`config.mk`:
```
export PLATFORM = sky130hd
export DESIGN_NAME = cover_toggle_collector
export DESIGN_NICKNAME = d
export VERILOG_FILES = /design/src/rtl/cover_pkg.sv /design/src/rtl/cover_toggle_collector.sv
export SDC_FILE = /design/constraint.sdc
export NUM_CORES = 1
export LEC_CHECK = 0
export ABC_AREA = 1
export ABC_CLOCK_PERIOD_IN_PS = 2500
export BUFFER_PORTS_ARGS = -buffer_cell sky130_fd_sc_hd__clkbuf_2
export CAP_MARGIN = 30
export CORE_ASPECT_RATIO = 1.25
export CORE_MARGIN = 1
export CORE_UTILIZATION = 54
export DETAILED_ROUTE_END_ITERATION = 8
export GPL_TIMING_DRIVEN = 0
export PLACE_DENSITY = 0.86
export SLEW_MARGIN = 20
export SYNTH_ARGS = -nofsm -noshare
export SYNTH_HDL_FRONTEND = slang
export SYNTH_SLANG_ARGS = --single-unit
```
`constraint.sdc`:
```
create_clock -name clock -period 2.5 [get_ports clock]
set_clock_uncertainty 0.05 [all_clocks]
set_input_delay 0.5 -clock clock [delete_from_list [all_inputs] [get_ports clock]]
set_output_delay 0.5 -clock clock [all_outputs]
set_load 0.02 [all_outputs]
```
`src/rtl/cover_pkg.sv`:
```
// Shared types and helpers for the toggle-cover collector: FSM state encoding
// and absolute cover-index arithmetic.
package cover_pkg;

    typedef enum logic [1:0] {
        IDLE = 2'd0,
        SCAN = 2'd1,
        EMIT = 2'd2,
        DONE = 2'd3
    } cover_state_t;

    localparam int COVER_INDEX_W = 64;

    function automatic logic [COVER_INDEX_W-1:0] cover_abs_index(
        input logic [COVER_INDEX_W-1:0] base,
        input logic [COVER_INDEX_W-1:0] ptr
    );
        return base + ptr;
    endfunction

endpackage

```
`src/rtl/cover_toggle_collector.sv`:
```
// Sticky toggle-cover hit bitmap with an on-demand drain that streams the
// absolute index of every hit point of a snapshot over a valid/ready port.
module cover_toggle_collector
    import cover_pkg::*;
#(
    parameter int WIDTH       = 58,
    parameter int COVER_INDEX = 0,
    parameter int COVER_TOTAL = 10906
) (
    input  logic                         clock,
    input  logic                         reset,
    input  logic [WIDTH-1:0]             valid,
    input  logic                         dump_req,
    output logic                         dump_busy,
    output logic                         out_valid,
    input  logic                         out_ready,
    output logic [COVER_INDEX_W-1:0]     out_index,
    output logic                         done,
    output logic [$clog2(WIDTH+1)-1:0]   done_count,
    output cover_state_t                 dbg_state
);

    localparam int PTR_W = (WIDTH > 1) ? $clog2(WIDTH) : 1;
    localparam int CNT_W = $clog2(WIDTH + 1);
    localparam logic [PTR_W-1:0]         LAST_PTR = PTR_W'(WIDTH - 1);
    localparam logic [COVER_INDEX_W-1:0] BASE     = COVER_INDEX_W'(COVER_INDEX);

    if (WIDTH < 1 || WIDTH > 4096) begin : g_width_err
        $error("cover_toggle_collector: WIDTH out of range 1..4096");
    end
    if (COVER_INDEX + WIDTH > COVER_TOTAL) begin : g_range_err
        $error("cover_toggle_collector: COVER_INDEX+WIDTH exceeds COVER_TOTAL");
    end

    logic [WIDTH-1:0]         r_live;
    logic [WIDTH-1:0]         r_shadow;
    logic [PTR_W-1:0]         r_ptr;
    logic [CNT_W-1:0]         r_count;
    cover_state_t             r_state;
    logic                     r_out_valid;
    logic [COVER_INDEX_W-1:0] r_out_index;
    logic                     r_done;
    logic [CNT_W-1:0]         r_done_count;
    logic                     w_last;

    assign w_last = (r_ptr == LAST_PTR);

    // Output port: record is held stable in EMIT until out_valid & out_ready
    // coincide on a rising edge; out_index reads 0 whenever out_valid is low.
    always_ff @(posedge clock) begin
        if (reset) begin
            r_live       <= '0;
            r_shadow     <= '0;
            r_ptr        <= '0;
            r_count      <= '0;
            r_state      <= IDLE;
            r_out_valid  <= 1'b0;
            r_out_index  <= '0;
            r_done       <= 1'b0;
            r_done_count <= '0;
        end else begin
            r_live <= r_live | valid;
            case (r_state)
                IDLE: begin
                    if (dump_req) begin
                        // Request-cycle hits belong to the next snapshot only.
                        r_shadow <= r_live;
                        r_live   <= valid;
                        r_ptr    <= '0;
                        r_count  <= '0;
                        r_state  <= SCAN;
                    end
                end
                SCAN: begin
                    if (r_shadow[r_ptr]) begin
                        r_out_valid <= 1'b1;
                        r_out_index <= cover_abs_index(BASE, COVER_INDEX_W'(r_ptr));
                        r_state     <= EMIT;
                    end else if (w_last) begin
                        r_done       <= 1'b1;
                        r_done_count <= r_count;
                        r_state      <= DONE;
                    end else begin
                        r_ptr <= r_ptr + 1'b1;
                    end
                end
                EMIT: begin
                    if (r_out_valid && out_ready) begin
                        r_out_valid <= 1'b0;
                        r_out_index <= '0;
                        r_count     <= r_count + 1'b1;
                        if (w_last) begin
                            r_done       <= 1'b1;
                            r_done_count <= r_count + 1'b1;
                            r_state      <= DONE;
                        end else begin
                            r_ptr   <= r_ptr + 1'b1;
                            r_state <= SCAN;
                        end
                    end
                end
                DONE: begin
                    r_done       <= 1'b0;
                    r_done_count <= '0;
                    r_state      <= IDLE;
                end
                default: r_state <= IDLE;
            endcase
        end
    end

    assign dump_busy  = (r_state != IDLE);
    assign out_valid  = r_out_valid;
    assign out_index  = r_out_index;
    assign done       = r_done;
    assign done_count = r_done_count;
    assign dbg_state  = r_state;

endmodule

```
==> flow_summary_export.csv <==
group,metric,value,unit
drt,first_iter_violations,435,
drt,finalWirelength,15300,um
global_route,grt_antenna_before_repair,0,
setup_path,crit_type,"reg -> reg",
timing,drv_slew,0,
run_status,run_status,"finished clean",
timing,worst_hold_slack,0.225,ns
hold_path,hold_path_class,"in -> reg",
setup_path,crit_path_max_fanout,10,
drt,wl_per_cell,13.3,um
drt,post-route-drc-count,0,
final_layout,num_antenna_cells,0,
floorplan,die_h,123,um
global_route,grt_pass1_wl,24700,um
timing,worst_slew_pin_slew,0.802,ns
placed_design,globalplace.congestion,0.867,
power_and_ir_drop,pwr_density_cell,1140,mW/mm^2
setup_path,endpoint_kind,"register",
timing,timing.fmax,0.427,GHz
power_and_ir_drop,leakagePower,3.58,nW
global_route,maximum_number_of_pins_on_one_net_before_global_route_repair,17,
floorplan,number_of_top_level_pins,137,
timing,final_hold_viol_count,0,
setup_path,crit_path_start_kind,"register",
cts,clk_root_buffer_cell,"sky130_fd_sc_hd__clkbuf_16",
yosys,post_synthesis_cell_count,848,
final_layout,layout.cells.non_filler,1150,
global_route,overflow,0,
power_and_ir_drop,vdd.ir_drop.worst,0.000574,V
placed_design,port-buffer-count,78,
timing,rsz0062_at_grt,"no",
drt,route.antenna.remaining_nets,0,
placed_design,dp_hpwl,10700,um
drt,route.vias.total,5965,
timing,layout_worst_path_cycle_share,0.936,
cts,post_cts.repair.setup_buffers,0,
global_route,first_global_vias,5522,
setup_path,rr_startpoint,"dbg_state[1]",
cts,clk_latency,0.42,ns
power_and_ir_drop,switching_share,0.390,
floorplan,core_region_area,0.0113,sq mm
cts,cts_made_buffers,17,
setup_path,cp.arrival,2.58,ns
timing,timing.final.ws_setup,0.160,ns
cts,cts_max_level,4,
timing,report.final.setup_viol,0,
hold_path,worstHoldStart,"valid[24]",
global_route,grt_util_all_layers,0.262,
yosys,avgSynthCellArea,7.49,sq um
drt,viasPerCell,5.19,
power_and_ir_drop,power.sequential.fraction,0.341,
placed_design,dpl_worst_slack,0.169,ns
job,maxCapViolCount,0,
timing,fin_crit,2.34,ns
floorplan,die-area,0.0122,sq mm
yosys,total_of_flip_flops_plus_latches_after_synthesis,144,
power_and_ir_drop,clkPwrFrac,0.281,
yosys,post_synth_instance_area,0.00635,sq mm
yosys,yosysWarnings,0,
power_and_ir_drop,combPwrFrac,0.378,
final_layout,num-nets-final,1071,
yosys,count_of_distinct_cell_types_in_the_synthesized_netlist,29,
cts,path_clk_slew,0.06,ns
timing,tns,0,ns
setup_path,worst-endpoint-required,2.74,ns
setup_path,timing.critical_path.from,"dbg_state[1]",
floorplan,chipWidth,99.0,um
power_and_ir_drop,switching_power,3.44,mW
floorplan,core.rowCount,43,
floorplan,initial_utilization,0.562,
final_layout,drive_gt1_frac,0.208,
final_layout,area_growth,21.4,%
drt,drt_first_pass_iters,5,
cts,hold_fix_buffer_count_after_cts,0,
yosys,synth_sequential_area_ratio,0.454,
cts,cts_max_path_buffers,2,
power_and_ir_drop,internal_power,5.37,mW
placed_design,numPlacedInstances,1118,
timing,slew-limit-headroom,0.465,
cts,cts.sinks,144,
cts,tritoncts,"done",
-- cell usage after synthesis --
master | instances | area share
sky130_fd_sc_hd__nor3_1 | 2 | 0.0016
sky130_fd_sc_hd__conb_1 | 1 | 0.00059
sky130_fd_sc_hd__buf_6 | 7 | 0.012
sky130_fd_sc_hd__buf_4 | 59 | 0.070
sky130_fd_sc_hd__nand3_1 | 48 | 0.038
sky130_fd_sc_hd__a211oi_1 | 1 | 0.0012
sky130_fd_sc_hd__dfxtp_1 | 144 | 0.45
sky130_fd_sc_hd__o21ai_0 | 71 | 0.056
sky130_fd_sc_hd__a2111oi_1 | 1 | 0.0016
sky130_fd_sc_hd__nand2_4 | 2 | 0.0035
sky130_fd_sc_hd__nand4_1 | 6 | 0.0059
sky130_fd_sc_hd__nand3_2 | 7 | 0.011
sky130_fd_sc_hd__inv_2 | 6 | 0.0035
sky130_fd_sc_hd__nor2_4 | 1 | 0.0018
sky130_fd_sc_hd__a211o_1 | 1 | 0.0014
sky130_fd_sc_hd__o2111ai_1 | 1 | 0.0014
sky130_fd_sc_hd__or2_2 | 2 | 0.0020
sky130_fd_sc_hd__clkbuf_1 | 33 | 0.019
sky130_fd_sc_hd__o211ai_1 | 7 | 0.0083
sky130_fd_sc_hd__or2_0 | 1 | 0.00099
sky130_fd_sc_hd__inv_1 | 61 | 0.036
sky130_fd_sc_hd__buf_2 | 9 | 0.0071
sky130_fd_sc_hd__a21oi_1 | 131 | 0.10
sky130_fd_sc_hd__nand2_1 | 100 | 0.059
sky130_fd_sc_hd__ha_1 | 7 | 0.014
sky130_fd_sc_hd__o21ai_1 | 2 | 0.0016
sky130_fd_sc_hd__xor2_1 | 1 | 0.0014
sky130_fd_sc_hd__nor2_1 | 131 | 0.077
sky130_fd_sc_hd__a21oi_2 | 5 | 0.0069
-- placed cells by master, fill, tap and decap left out, types with 2 or more instances in the layout --
| master | Yosys | layout |
|---|---|---|
| sky130_fd_sc_hd__a21oi_1 | 131 | 131 |
| sky130_fd_sc_hd__a21oi_2 | 5 | 5 |
| sky130_fd_sc_hd__buf_2 | 9 | 8 |
| sky130_fd_sc_hd__buf_4 | 59 | 59 |
| sky130_fd_sc_hd__buf_6 | 7 | 7 |
| sky130_fd_sc_hd__bufinv_16 | 0 | 2 |
| sky130_fd_sc_hd__clkbuf_1 | 33 | 32 |
| sky130_fd_sc_hd__clkbuf_16 | 0 | 17 |
| sky130_fd_sc_hd__clkbuf_2 | 0 | 80 |
| sky130_fd_sc_hd__clkinv_2 | 0 | 4 |
| sky130_fd_sc_hd__clkinv_4 | 0 | 2 |
| sky130_fd_sc_hd__clkinvlp_4 | 0 | 3 |
| sky130_fd_sc_hd__conb_1 | 1 | 58 |
| sky130_fd_sc_hd__dfxtp_1 | 144 | 143 |
| sky130_fd_sc_hd__ha_1 | 7 | 6 |
| sky130_fd_sc_hd__inv_1 | 61 | 61 |
| sky130_fd_sc_hd__inv_2 | 6 | 6 |
| sky130_fd_sc_hd__inv_6 | 0 | 2 |
| sky130_fd_sc_hd__nand2_1 | 100 | 100 |
| sky130_fd_sc_hd__nand2_4 | 2 | 2 |
| sky130_fd_sc_hd__nand3_1 | 48 | 48 |
| sky130_fd_sc_hd__nand3_2 | 7 | 7 |
| sky130_fd_sc_hd__nand4_1 | 6 | 6 |
| sky130_fd_sc_hd__nor2_1 | 131 | 131 |
| sky130_fd_sc_hd__nor3_1 | 2 | 2 |
| sky130_fd_sc_hd__o211ai_1 | 7 | 7 |
| sky130_fd_sc_hd__o21ai_0 | 71 | 71 |
| sky130_fd_sc_hd__o21ai_1 | 2 | 2 |
| sky130_fd_sc_hd__or2_2 | 2 | 2 |
-- final cells by class --
cell class	instances	area, sq um
Clock inverter	13	138
Multi-Input combinational cell	586	2750
Inverter	67	251
Fill cell	942	3580
Sequential cell	144	2880
Timing Repair Buffer	78	390
Tap cell	135	169
Clock buffer	19	443
Buffer	108	696
-- registers in the layout, indices dropped and copies added (netlist names) --
| name | cells |
|---|---|
| dbg_state | 2 |
| done | 1 |
| done_count | 6 |
| out_index | 6 |
| out_valid | 1 |
| r_count | 6 |
| r_live | 58 |
| r_ptr | 6 |
| r_shadow | 58 |
-- final timing paths --
check	end	slack, ns	cells after the start
hold reg to reg	r_shadow[47]	0.41	2
setup reg to reg	r_shadow[5]	0.16	6
setup / recovery	r_shadow[5]	0.16	6
hold / removal	r_live[24]	0.22	3
-- metal layers --
layer	vias up	wire length [um]	global-route usage
li1	2969	-	-
met2	260	7590	0.469
met4	0	493	0.127
met1	2697	6130	0.287
met5	-	0	0
met3	39	1080	0.0712
-- worst max-delay path, cell delays in order, from the launching register on --
cell,delay [ns]
sky130_fd_sc_hd__dfxtp_1,0.45
sky130_fd_sc_hd__inv_1,0.13
sky130_fd_sc_hd__ha_1,0.26
sky130_fd_sc_hd__nand2_1,0.36
sky130_fd_sc_hd__clkbuf_2,0.32
sky130_fd_sc_hd__clkbuf_1,0.48
sky130_fd_sc_hd__a21oi_1,0.16
-- metrics by stage --
step	power (mW)	utilization	instance area [sq um]
after floorplan	5.46	-	6570
after global placement	6.15	0.631	7130
after detailed placement	6.25	0.631	7130
after CTS	8.74	0.682	7710
after global routing	9.34	0.683	7720
final	8.81	0.683	7720
-- power by group through the flow --
stage	Sequential (mW)	Clock (mW)	Combinational [mW]
6_report	3.00	2.48	3.33
4_1_cts	3.00	2.48	3.26
2_1_floorplan	3.04	0	2.42
3_5_place_dp	3.04	0	3.21
3_3_place_gp	3.02	0	3.13
5_1_grt	3.05	2.59	3.69
-- what timing repair did --
item                                    in CTS  in global routing
endpoints found under the hold margin        0                  0
resized for setup                            0                  7
endpoints found under the setup margin       0                 56
-- cells by family (layout without fill, tap and decap cells) --
family          Yosys count  count (layout)  share of synthesized area
buf+inv                 175             285                      0.148
compound gates          220             220                      0.181
other cells               1              58                   0.000590
flops                   144             144                      0.454
fa+ha+maj                 7               7                     0.0138
simple gates            300             300                      0.201
xor+xnor                  1               1                    0.00138
Power figures use the tool's default switching activity.
